==> src/rtl/fetch_queue.sv <==
// Instruction-fetch front end: owns the fetch PC, issues word fetches, buffers {inst, pc4}.
// Ack to out_valid is one cycle; a full queue drops imem_req; redirects flush and drop in-flight data.
module fetch_queue #(
   parameter int          DEPTH    = 4,
   parameter logic [31:0] RESET_PC = 32'h0000_0000
) (
   input  logic        clk,
   input  logic        pcrst,
   input  logic        redirect,
   input  logic [31:0] redirect_pc,
   input  logic        stall,
   output logic        out_valid,
   output logic [31:0] out_inst,
   output logic [31:0] out_pc4,
   output logic        imem_req,
   output logic [31:0] imem_addr,
   input  logic        imem_ack,
   input  logic [31:0] imem_rdata
);

   localparam int PTR_W = (DEPTH > 1) ? $clog2(DEPTH) : 1;
   localparam int CNT_W = PTR_W + 1;
   localparam logic [CNT_W-1:0] FULL = CNT_W'(DEPTH);

   logic [31:0]      fetch_pc_q, fetch_pc_d;
   logic [31:0]      hold_addr_q, hold_addr_d;
   logic             drop_q, drop_d;
   logic [PTR_W-1:0] head_q, head_d;
   logic [PTR_W-1:0] tail_q, tail_d;
   logic [CNT_W-1:0] count_q, count_d;
   logic [31:0]      inst_q [DEPTH];
   logic [31:0]      pc4_q  [DEPTH];

   logic xfer, push, pop;

   always_comb begin
      imem_req  = !pcrst && (drop_q || (count_q != FULL));
      imem_addr = drop_q ? hold_addr_q : fetch_pc_q;
      out_valid = !pcrst && (count_q != '0);
      out_inst  = inst_q[head_q];
      out_pc4   = pc4_q[head_q];
      xfer      = imem_req && imem_ack;
      push      = xfer && !drop_q && !redirect;
      pop       = out_valid && !stall && !redirect;
   end

   always_comb begin
      fetch_pc_d  = fetch_pc_q;
      hold_addr_d = hold_addr_q;
      drop_d      = drop_q;
      head_d      = head_q;
      tail_d      = tail_q;
      count_d     = count_q;
      if (redirect) begin
         // A request still waiting for its ack must complete at the old address, then be discarded.
         count_d     = '0;
         head_d      = '0;
         tail_d      = '0;
         fetch_pc_d  = redirect_pc & ~32'h3;
         drop_d      = imem_req && !imem_ack;
         hold_addr_d = imem_addr;
      end else begin
         if (xfer && drop_q) begin
            drop_d = 1'b0;
         end
         if (push) begin
            tail_d     = tail_q + PTR_W'(1);
            fetch_pc_d = fetch_pc_q + 32'd4;
         end
         if (pop) begin
            head_d = head_q + PTR_W'(1);
         end
         case ({push, pop})
            2'b10:   count_d = count_q + CNT_W'(1);
            2'b01:   count_d = count_q - CNT_W'(1);
            default: count_d = count_q;
         endcase
      end
   end

   always_ff @(posedge clk) begin
      if (pcrst) begin
         fetch_pc_q  <= RESET_PC;
         hold_addr_q <= '0;
         drop_q      <= 1'b0;
         head_q      <= '0;
         tail_q      <= '0;
         count_q     <= '0;
      end else begin
         fetch_pc_q  <= fetch_pc_d;
         hold_addr_q <= hold_addr_d;
         drop_q      <= drop_d;
         head_q      <= head_d;
         tail_q      <= tail_d;
         count_q     <= count_d;
      end
   end

   always_ff @(posedge clk) begin
      if (push) begin
         inst_q[tail_q] <= imem_rdata;
         pc4_q[tail_q]  <= fetch_pc_q + 32'd4;
      end
   end

endmodule

==> config.mk <==
export PLATFORM = sky130hd
export DESIGN_NAME = fetch_queue
export DESIGN_NICKNAME = d
export VERILOG_FILES = /design/src/rtl/fetch_queue.sv
export SDC_FILE = /design/constraint.sdc
export NUM_CORES = 1
export LEC_CHECK = 0
export ABC_AREA = 0
export CORE_MARGIN = 10
export CORE_UTILIZATION = 55
export DETAILED_ROUTE_END_ITERATION = 10
export PLACE_DENSITY_LB_ADDON = 0.3
export SKIP_CTS_REPAIR_TIMING = 1
export SLEW_MARGIN = 20
export SYNTH_ARGS = -nofsm -noshare
export SYNTH_HDL_FRONTEND = slang
export SYNTH_SLANG_ARGS = --single-unit
export TNS_END_PERCENT = 1
==> constraint.sdc <==
create_clock -name clk -period 5.24 [get_ports clk]
set_clock_uncertainty 0.05 [all_clocks]
set_input_delay 1.572 -clock clk [delete_from_list [all_inputs] [get_ports clk]]
set_output_delay 1.572 -clock clk [all_outputs]
set_load 0.02 [all_outputs]
# Word level (Yosys, flattened, before mapping)
# Memories as Yosys holds them, arrays and structs flattened. A register that Yosys moved wholly into a read port is not among the register bits.
# Cells that the tools add are included.
[totals]
ram_bits = 256
wordCells = 49
latchBits = 0
n_memories = 2
in_bits = 69
romBits = 0
register_bits = 72
out_inout_bits = 98
[memory_table]
columns = ["memory", "words", "width", "rd", "rd_clocked_by_memory_dff", "write_ports", "line_no", "source"]
rows = [
  ["inst_q", 4, 32, 1, 1, 1, "31", "logic [31:0] inst_q [DEPTH];"],
  ["pc4_q", 4, 32, 1, 1, 1, "32", "logic [31:0] pc4_q [DEPTH];"],
]
[op_classes]
reduce_logical = 20
bitwise = 0
div = 0
shifts = 0
mux = 12
magnitude_cmp = 0
mul = 0
addsub = 5
n_eq_ne = 3
[op_table]
columns = ["operator", "count"]
rows = [
  ["32-bit 2-to-1 mux", 3],
  ["32-bit by 3-bit adder with 32-bit output, second input constant", 1],
  ["1-bit logical AND", 9],
  ["2-bit 2-to-1 mux", 4],
  ["3-bit case mux with 2 select lines", 1],
  ["2-bit nonzero test", 3],
  ["1-bit logical NOT", 5],
  ["2-bit by 1-bit adder with 2-bit output, second input constant", 2],
  ["1-bit 2-to-1 mux", 4],
  ["3-bit by 1-bit adder with 3-bit output, second input constant", 1],
  ["3-bit != test, second input constant", 1],
  ["3-bit nonzero test", 1],
  ["3-bit by 1-bit subtractor with 3-bit output, second input constant", 1],
  ["2-bit by 1-bit equality test with 1-bit output, second input constant", 1],
  ["2-bit equality test, second input constant", 1],
  ["2-bit OR reduction", 1],
  ["1-bit logical OR", 1],
]

# Logic depth before layout (Yosys ltp)
# Gate-level depths: netlist (run 1).
[depth]
ltp_word = 8
ltp_mapped = 10
mapped_depth_nobuf = 9

# Worst setup path before layout (run 1)
# Ideal clock, no wire load.
[synth_path]
path_kind = "in2reg"
start = "input imem_ack"
end = "memory inst_q[0][0], enable pin"
setup_time_ns = 0.427
n_path_buf = 1
t_required_ns = 4.763
slack_ns = 1.049
arrival_time_ns = 3.714
path_stages = 4
cell_sequence = "nand2b_1 -> nor2_1 -> clkbuf_1 -> and3_1"
[synth_between]
elab_chain_cells = 5
[synth_rtl]
columns = ["element", "line_no", "source"]
rows = [
  ["start, declared", "17", "input logic imem_ack,"],
  ["1-bit logical AND", "42", "xfer = imem_req && imem_ack;"],
  ["1-bit logical AND (2 in series)", "43", "push = xfer && !drop_q && !redirect;"],
  ["1-bit 2-to-1 mux", "100", "if (push) begin"],
  ["1-bit 2-to-1 mux (not written as such)", "101", "inst_q[tail_q] <= imem_rdata;"],
  ["end, declared", "31", ""],
]
# Every way passes these cells.

==> results.toml, run 1 <==
[logic_synthesis]
synthArstFlopShare_pct = 0
synth_compound_area_share_pct = 3.58
syn_area_per_cell_um2 = 15.5
synth_area_leaders = "edfxtp_1 (57%), dfxtp_1 (11%), mux4_2 (11%)"
synth_simple_gate_area_share_pct = 8.73
synth_edf_count = 248
synth-seq-cells = 320
synth_flop_cell = "edfxtp_1"
ys_warn_count = 0
synth_top_cell_area_share_pct = 56.8
synth.area.mux_share_pct = 13.0
ys_seq_area_share_pct = 67.8
synthesis.area_mm2 = 0.0131
synth_cell_type_count = 48
synth_xor_area_share_pct = 3.74
synth_top_family_by_area = "multiplexers"
yosysTopAreaCell = "edfxtp_1"
synth_fa_ha_area_share_pct = 0.726
synth_cells = 844

[clocking]
cts_tree = "done"
cts_buffers = 31
cts_buffer_depth = 3
clkLatencyLatePin_ps = 550
numClockSinks = 320
clk_pin_slew_ps = 60
htreeDepth = 1
ctsRootBufferMaster = "clkbuf_16"

[die]
row_count = 56
die_h_um = 174
die_area_mm2 = 0.0304
design.core.area_mm2 = 0.0235
fp.dieW_um = 174
start_util_pct = 55.8
ios = 167

[final_layout]
fill_cells = 1640
final_cell_count_no_fill = 1337
multi_input_area_mm2 = 0.00392
insertedDiodeCount = 0
drive_gt1_share_pct = 16.7
seq_area_mm2 = 0.00889
area_delta_synth_final_pct = 21.6
nets = 1071

[detailed_routing]
drt_iter0_drc = 539
drt_pass1_iterations = 5
avgViaCountPerCell = 5.59
wirelength_um = 27400
vias = 7478
routedWlPerCell_um = 20.5
antenna_left = 0
drcViolationCount = 0

[setup_path]
cp_cell_sequence = "buf_12, mux4_2, clkdlybuf4s50_1"
crit_slowest_cell = "clkdlybuf4s50_1"
endpoint = "out_pc4[18]"
cp.arrival_ps = 2720
reg2reg_to = "pc4_q[1][28]"
worstPathRequired_ps = 3620
cp_top_family = "buffers and inverters"
startpoint_type = "register"
max_stage_delay_ps = 630
crit_type = "reg2out"
rrSetupSlack_ps = 2200
critPathCaptureType = "primary output"
worst-path-stages = 3
critPathMaxFanout = 46
rr_worst_depth = 5
worstReg2RegStart = "drop_q"
cp_num_buf_inv = 2

[global_routing]
grtUsageTotal_pct = 17.9
antenna_found_initial = 0
grt_pass1_wl_um = 44100
grt_max_degree = 63
grt_overflow = 0
grt_pass1_vias = 7909

[place]
dp.cells = 1281
hpwlAfterDp_um = 17500
io_buffers = 162
place_congestion = 0.835
dp_slack_ps = 777

[sta]
fin_ws_ps = 895
tns_ps = 0
fin_crit_ps = 4340
relSlewSlack_pct = 45.2
setup_violations = 0
max_freq_ghz = 0.230
hold_violations = 0
rsz0062_at_grt = "no"
tightest_slew_ps = 819
slew_viol_final = 0
period_share_pct = 82.9

[status]
status = "finished, final reports clean"

[pwr]
leakage_nw = 5.16
ir_worst_vdd_uv = 235
p_per_area_mw_per_mm2 = 325

[job]
cap_violations = 0

[hold_path]
hold_path_class = "reg2reg"
min_from = "hold_addr_q[3]"
-- layout by cell type (no fill, tap or decap), types with 11 or more instances in the layout --
cell type        instances
clkbuf_16               31
dfxtp_1                 70
a21oi_1                 42
a211oi_1                18
nand2_1                 98
edfxtp_1               248
mux2_2                  27
xor2_1                  25
nor2_1                  44
mux4_2                  62
clkinv_1                11
clkdlybuf4s50_1        161
xnor2_1                 31
-- area by class of cell --
type | instances | area share, %
inverter | 10 | 0.235
tap | 319 | 2.50
clock inverter | 20 | 0.722
timing repair buffer | 176 | 11.2
sequential | 320 | 55.8
multi-input combinational | 456 | 24.6
clock buffer | 36 | 4.98
-- cells by family (layout without fill, tap and decap cells) --
logic type | count (synthesis) | count (layout)
buffers and inverters | 69 | 242
adders and majority gates | 7 | 7
and+or+nand+nor | 222 | 222
other | 1 | 2
xor gates and xnor gates | 56 | 56
muxes | 89 | 89
AOI/OAI and AO/OA | 80 | 80
DFF | 320 | 320
-- metrics by stage --
| step | power [mW] | area (µm²) | util [%] | hold slack (ps) |
|---|---|---|---|---|
| 2_1_floorplan | 3.06 | 13100 | - | 383 |
| 3_3_place_gp | 3.22 | 15000 | 64.0 | 388 |
| 3_5_place_dp | 3.22 | 15000 | 64.0 | 396 |
| 5_1_grt | 5.36 | 15900 | 67.9 | 421 |
| 6_report | 5.18 | 15900 | 67.9 | 401 |
| 4_1_cts | 5.23 | 15900 | 67.9 | 405 |
-- flip-flops by register name, summed over array words and instances (netlist names), named ones only --
signal       cells
tail_q           2
count_q          3
hold_addr_q     32
head_q           2
inst_q         128
pc4_q          120
drop_q           1
fetch_pc_q      30
-- tightest hold or removal path, delay by kind of cell (launching register included) --
family	cells	cell delay, ps
AO/OA/AOI/OAI	1	50
flip-flops	1	300
AND/OR/NAND/NOR	1	50
-- synth_stat cells, types with 3 or more instances --
master and number:
mux2_2 27, dfxtp_1 72, a211oi_1 18, nor4_1 3, buf_4 8, clkbuf_1 27, edfxtp_1 248, nand3_1 10
a31oi_1 3, and4_1 4, and3_1 8, o21bai_1 3, or3_1 6, xnor2_1 31, nor4_2 3, buf_1 5
nor3_1 8, nand4_1 10, and2_1 5, xor2_1 25, a21oi_1 42, nor2_1 45, nand2_1 98, inv_1 9
mux4_2 62, o21ai_0 10, ha_1 6, nor3b_1 3, buf_2 19
-- per-layer routing --
metal	GRT usage, %	share of wire, %	up-vias
met3	4.83	7.7	44
met5	0	0	-
met1	24.7	44	3726
li1	-	-	3478
met2	27.8	47	230
met4	4.17	1.9	0
-- how the worst min path moves through the flow --
stage	endpoint	slack [ps]	cells after the start
2_1_floorplan	hold_addr_q[10]	380	2
3_3_place_gp	hold_addr_q[31]	390	2
3_5_place_dp	hold_addr_q[16]	400	2
4_1_cts	hold_addr_q[16]	410	2
5_1_grt	hold_addr_q[3]	420	2
6_report	hold_addr_q[3]	400	2
-- where the power goes --
group	switching [mW]	internal, mW
registers	0.0453	2.78
logic	0.180	0.162
clock network	0.887	1.12
total	1.11	4.07
Note: power is estimated with default switching activity, not from simulation.
==> run 2, diff against run 1 <==
Clock period 5.24 ns to 4.17 ns, I/O delays scaled along.
==> results.toml, run 2 (synthesized netlist as in run 1, its figures left out) <==
[pwr]
p_int_mw = 5.25
switchingPower_mw = 1.41
p_per_area_mw_per_mm2 = 414
switching_share_pct = 21.2
leakage_nw = 5.25
seqPwrFrac_pct = 53.4
p_comb_share_pct = 6.5
power_frac_clock_pct = 40.1
ir_worst_vdd_uv = 371

[sta]
relSlewSlack_pct = 49.9
tns_ps = 0
hold_violations = 0
max_freq_ghz = 0.253
slew_viol_final = 0
setup_violations = 0
hold_ws_ps = 401
fin_ws_ps = 222
tightest_slew_ps = 752
rsz0062_at_grt = "no"
period_share_pct = 94.7
fin_crit_ps = 3950

[setup_path]
crit_slowest_cell = "dfxtp_4"
cp_cell_sequence = "buf_4, mux4_2, clkdlybuf4s50_1"
startpoint_type = "register"
critPathCaptureType = "primary output"
critPathMaxFanout = 20
crit_type = "reg2out"
max_stage_delay_ps = 620
worstReg2RegStart = "drop_q"
cp.arrival_ps = 2650
worstPathRequired_ps = 2870
rr_worst_depth = 10

[die]
design.core.area_mm2 = 0.0235
fp.dieW_um = 174
row_count = 56
die_h_um = 174
start_util_pct = 55.8
die_area_mm2 = 0.0304
ios = 167

[final_layout]
largest_register = "inst_q"
final_cell_area_mm2 = 0.0161
final_common_cell = "edfxtp_1"
reg_top3 = "inst_q: 128 flops, pc4_q: 120 flops, hold_addr_q: 32 flops"
nets = 1079
area_delta_synth_final_pct = 22.8
final_cell_mix = "edfxtp_1 (248), clkdlybuf4s50_1 (161), nand2_1 (98)"
drive_gt1_share_pct = 18.0
post-route-util_pct = 68.6
largest_register_ff_count = 128

[clocking]
cts_tree = "done"
clk_pin_slew_ps = 60
cts_buffers = 31
clkLatencyLatePin_ps = 540
ctsRootBufferMaster = "clkbuf_16"
numClockSinks = 320
htreeDepth = 1
cts_buffer_depth = 3

[job]
cap_violations = 0

[place]
io_buffers = 162
postPlaceCellArea_mm2 = 0.0151
place_congestion = 0.794
dp_slack_ps = 430
hpwlAfterDp_um = 17700

[hold_path]
min_from = "hold_addr_q[31]"
hold_depth = 2
hold_path_class = "reg2reg"

[global_routing]
antenna_found_initial = 0
grtUsageTotal_pct = 17.6
grt_max_degree = 63
grt_overflow = 0
grt_pass1_vias = 7596
grt_pass1_wl_um = 43200

[detailed_routing]
vias = 7440
avgViaCountPerCell = 5.52
antenna_left = 0
drt_iter0_drc = 529
routedWlPerCell_um = 20.2
drcViolationCount = 0
wirelength_um = 27300
drt_pass1_iterations = 4

[status]
status = "finished, final reports clean"
==> run 2: cell count changes in the layout (fill, tap and decap cells not counted), moves of 2 or more <==
cell / before / now
buf_12: 5 / 7
buf_4: 9 / 15
bufinv_16: 1 / 3
clkinv_1: 11 / 4
clkinv_2: 6 / 11
==> run 2: metrics by stage <==
| step | std cells | power, mW |
|---|---|---|
| 5_1_grt | 1346 | 6.89 |
| 6_report | 1347 | 6.66 |
| 3_5_place_dp | 1289 | 4.06 |
| 2_1_floorplan | 845 | 3.84 |
| 4_1_cts | 1346 | 6.72 |
| 3_3_place_gp | 1289 | 4.05 |
==> run 2: power by group through the flow <==
| stage | clock, mW | sequential, mW | combinational (mW) |
|---|---|---|---|
| final | 2.67 | 3.55 | 0.436 |
| after global routing | 2.86 | 3.56 | 0.471 |
| after CTS | 2.72 | 3.55 | 0.440 |
| after detailed placement | 0 | 3.62 | 0.435 |
| after global placement | 0 | 3.62 | 0.429 |
| after floorplan | 0 | 3.59 | 0.251 |
==> run 2: final timing paths <==
check	endpoint	slack, ps
setup / recovery	out_pc4[15]	220
hold / removal	hold_addr_q[31]	400
setup reg to reg	count_q[2]	1290
hold reg to reg	hold_addr_q[31]	400
==> run 2: final cells by class <==
| class | count | area, µm² |
|---|---|---|
| Antenna cell | 1 | 2.50 |
| Clock buffer | 36 | 795 |
| Clock inverter | 21 | 181 |
| Fill cell | 1583 | 7380 |
| Inverter | 10 | 37.5 |
| Multi-Input combinational cell | 456 | 3910 |
| Sequential cell | 320 | 8890 |
| Tap cell | 319 | 399 |
| Timing Repair Buffer | 184 | 1870 |
==> run 2: worst max-delay path, delay by kind of cell, from the launching register on <==
kind | cells | cell delay (ps)
flops | 1 | 620
mux | 1 | 530
buf+inv | 2 | 940
==> run 2: per-layer routing <==
metal / track usage [%] / vias up / part of all wire [%]
met1: 24.1 / 3695 / 45
met5: 0 / - / 0
met3: 4.66 / 32 / 7.0
li1: - / 3502 / -
met2: 28.0 / 211 / 47
met4: 3.35 / 0 / 1.3
==> run 3, diff against run 2 <==
Settings changed: CORE_MARGIN 10 to not set.
==> results.toml, run 3 (synthesized netlist as in run 1, its figures left out) <==
[job]
cap_violations = 0

[detailed_routing]
drt_pass1_iterations = 9
vias = 7404
avgViaCountPerCell = 5.50
antenna_left = 0
wirelength_um = 25700
drt_iter0_drc = 495
routedWlPerCell_um = 19.1
drcViolationCount = 1

[sta]
fin_ws_ps = 377
setup_violations = 0
tightest_slew_ps = 697
fin_crit_ps = 3790
max_freq_ghz = 0.264
slew_viol_final = 0
period_share_pct = 91.0
relSlewSlack_pct = 53.5
hold_ws_ps = 401
tns_ps = 0
rsz0062_at_grt = "no"
hold_violations = 0

[setup_path]
critPathMaxFanout = 35
worstPathRequired_ps = 2870
critPathCaptureType = "primary output"
crit_slowest_cell = "clkdlybuf4s50_1"
max_stage_delay_ps = 600
cp.arrival_ps = 2490
cp_top_family = "buffers and inverters"
startpoint_type = "register"
cp_num_buf_inv = 2
crit_type = "reg2out"
cp_cell_sequence = "buf_12, mux4_2, clkdlybuf4s50_1"

[hold_path]
hold_path_class = "reg2reg"

[die]
die_h_um = 156
die_area_mm2 = 0.0244
design.core.area_mm2 = 0.0234
ios = 167
row_count = 56
start_util_pct = 56.0
fp.dieW_um = 156

[status]
violations = "DRC"
status = "finished with violations"

[place]
dp.cells = 1286
hpwlAfterDp_um = 16600
dp_slack_ps = 678
place_congestion = 0.803
postPlaceCellArea_mm2 = 0.0151
io_buffers = 162

[pwr]
leakage_nw = 5.28
power_frac_clock_pct = 40.9
p_per_area_mw_per_mm2 = 417
p_int_mw = 5.31
p_total_mw = 6.74
switching_share_pct = 21.3
p_comb_share_pct = 6.4
switchingPower_mw = 1.44
seqPwrFrac_pct = 52.7
ir_worst_vdd_uv = 267

[final_layout]
largest_register = "inst_q"
largest_register_ff_count = 128
final_cell_count_no_fill = 1346
multi_input_area_mm2 = 0.00391
post-route-util_pct = 69.1
seq_area_mm2 = 0.00889
drive_gt1_share_pct = 17.5
final_cell_area_mm2 = 0.0162
reg_top3 = "inst_q: 128 flops, pc4_q: 120 flops, hold_addr_q: 32 flops"
nets = 1079
final_common_cell = "edfxtp_1"
insertedDiodeCount = 0
final_cell_mix = "edfxtp_1 (248), clkdlybuf4s50_1 (161), nand2_1 (98)"
fill_cells = 1618
area_delta_synth_final_pct = 23.3

[clocking]
htreeDepth = 2
ctsRootBufferMaster = "clkbuf_16"
cts_tree = "done"
cts_buffer_depth = 3
cts_buffers = 34
clk_pin_slew_ps = 60
numClockSinks = 320
clkLatencyLatePin_ps = 500

[global_routing]
grt_pass1_wl_um = 40300
grt_max_degree = 63
grt_overflow = 0
grtUsageTotal_pct = 21.6
antenna_found_initial = 0
grt_pass1_vias = 7517
## run 3: changes by cell type in the layout (fill, tap and decap cells not counted), sizes merged
cell,previous run,this run
clkbuf,36,42
diode,1,0
inv,9,11
bufinv,3,1
clkinv,15,16
buf,23,20
clkinvlp,4,0
## run 3: routing by layer
metal	global-route usage [%]	up-vias	routed length [µm]
li1	-	3497	-
met2	35.2	208	12300
met4	5.56	0	410
met1	30.2	3666	11500
met3	4.10	33	1460
met5	0	-	0
## run 3: layout make-up
type                    instances  share of cell area (%)
flip-flops and latches        320                    55.0
well taps                     319                    2.47
repair buffers                181                    11.7
inverters                      10                   0.232
multi-input cells             456                    24.2
clock buffers                  42                    5.58
clock inverters                18                   0.728
## run 3: path summary, 6_finish.rpt
check	cells past startpoint	start	slack, ps	endpoint
setup / recovery	3	register	380	out_pc4[14]
hold / removal	2	hold_addr_q[11]	400	hold_addr_q[11]
setup reg to reg	10	drop_q	1430	count_q[2]
hold reg to reg	2	hold_addr_q[11]	400	hold_addr_q[11]
## run 3: power by group through the flow
stage / clock, mW / sequential (mW) / combinational, mW
global placement: 0 / 3.62 / 0.426
detailed placement: 0 / 3.62 / 0.432
global route: 2.94 / 3.56 / 0.466
floorplan: 0 / 3.59 / 0.251
finish: 2.76 / 3.56 / 0.432
CTS: 2.81 / 3.55 / 0.436
## run 3: tightest hold or removal path: cells and delay by family (launching register included)
kind,cells,cell delay (ps)
compound gates,1,50
flops,1,300
simple gates,1,50
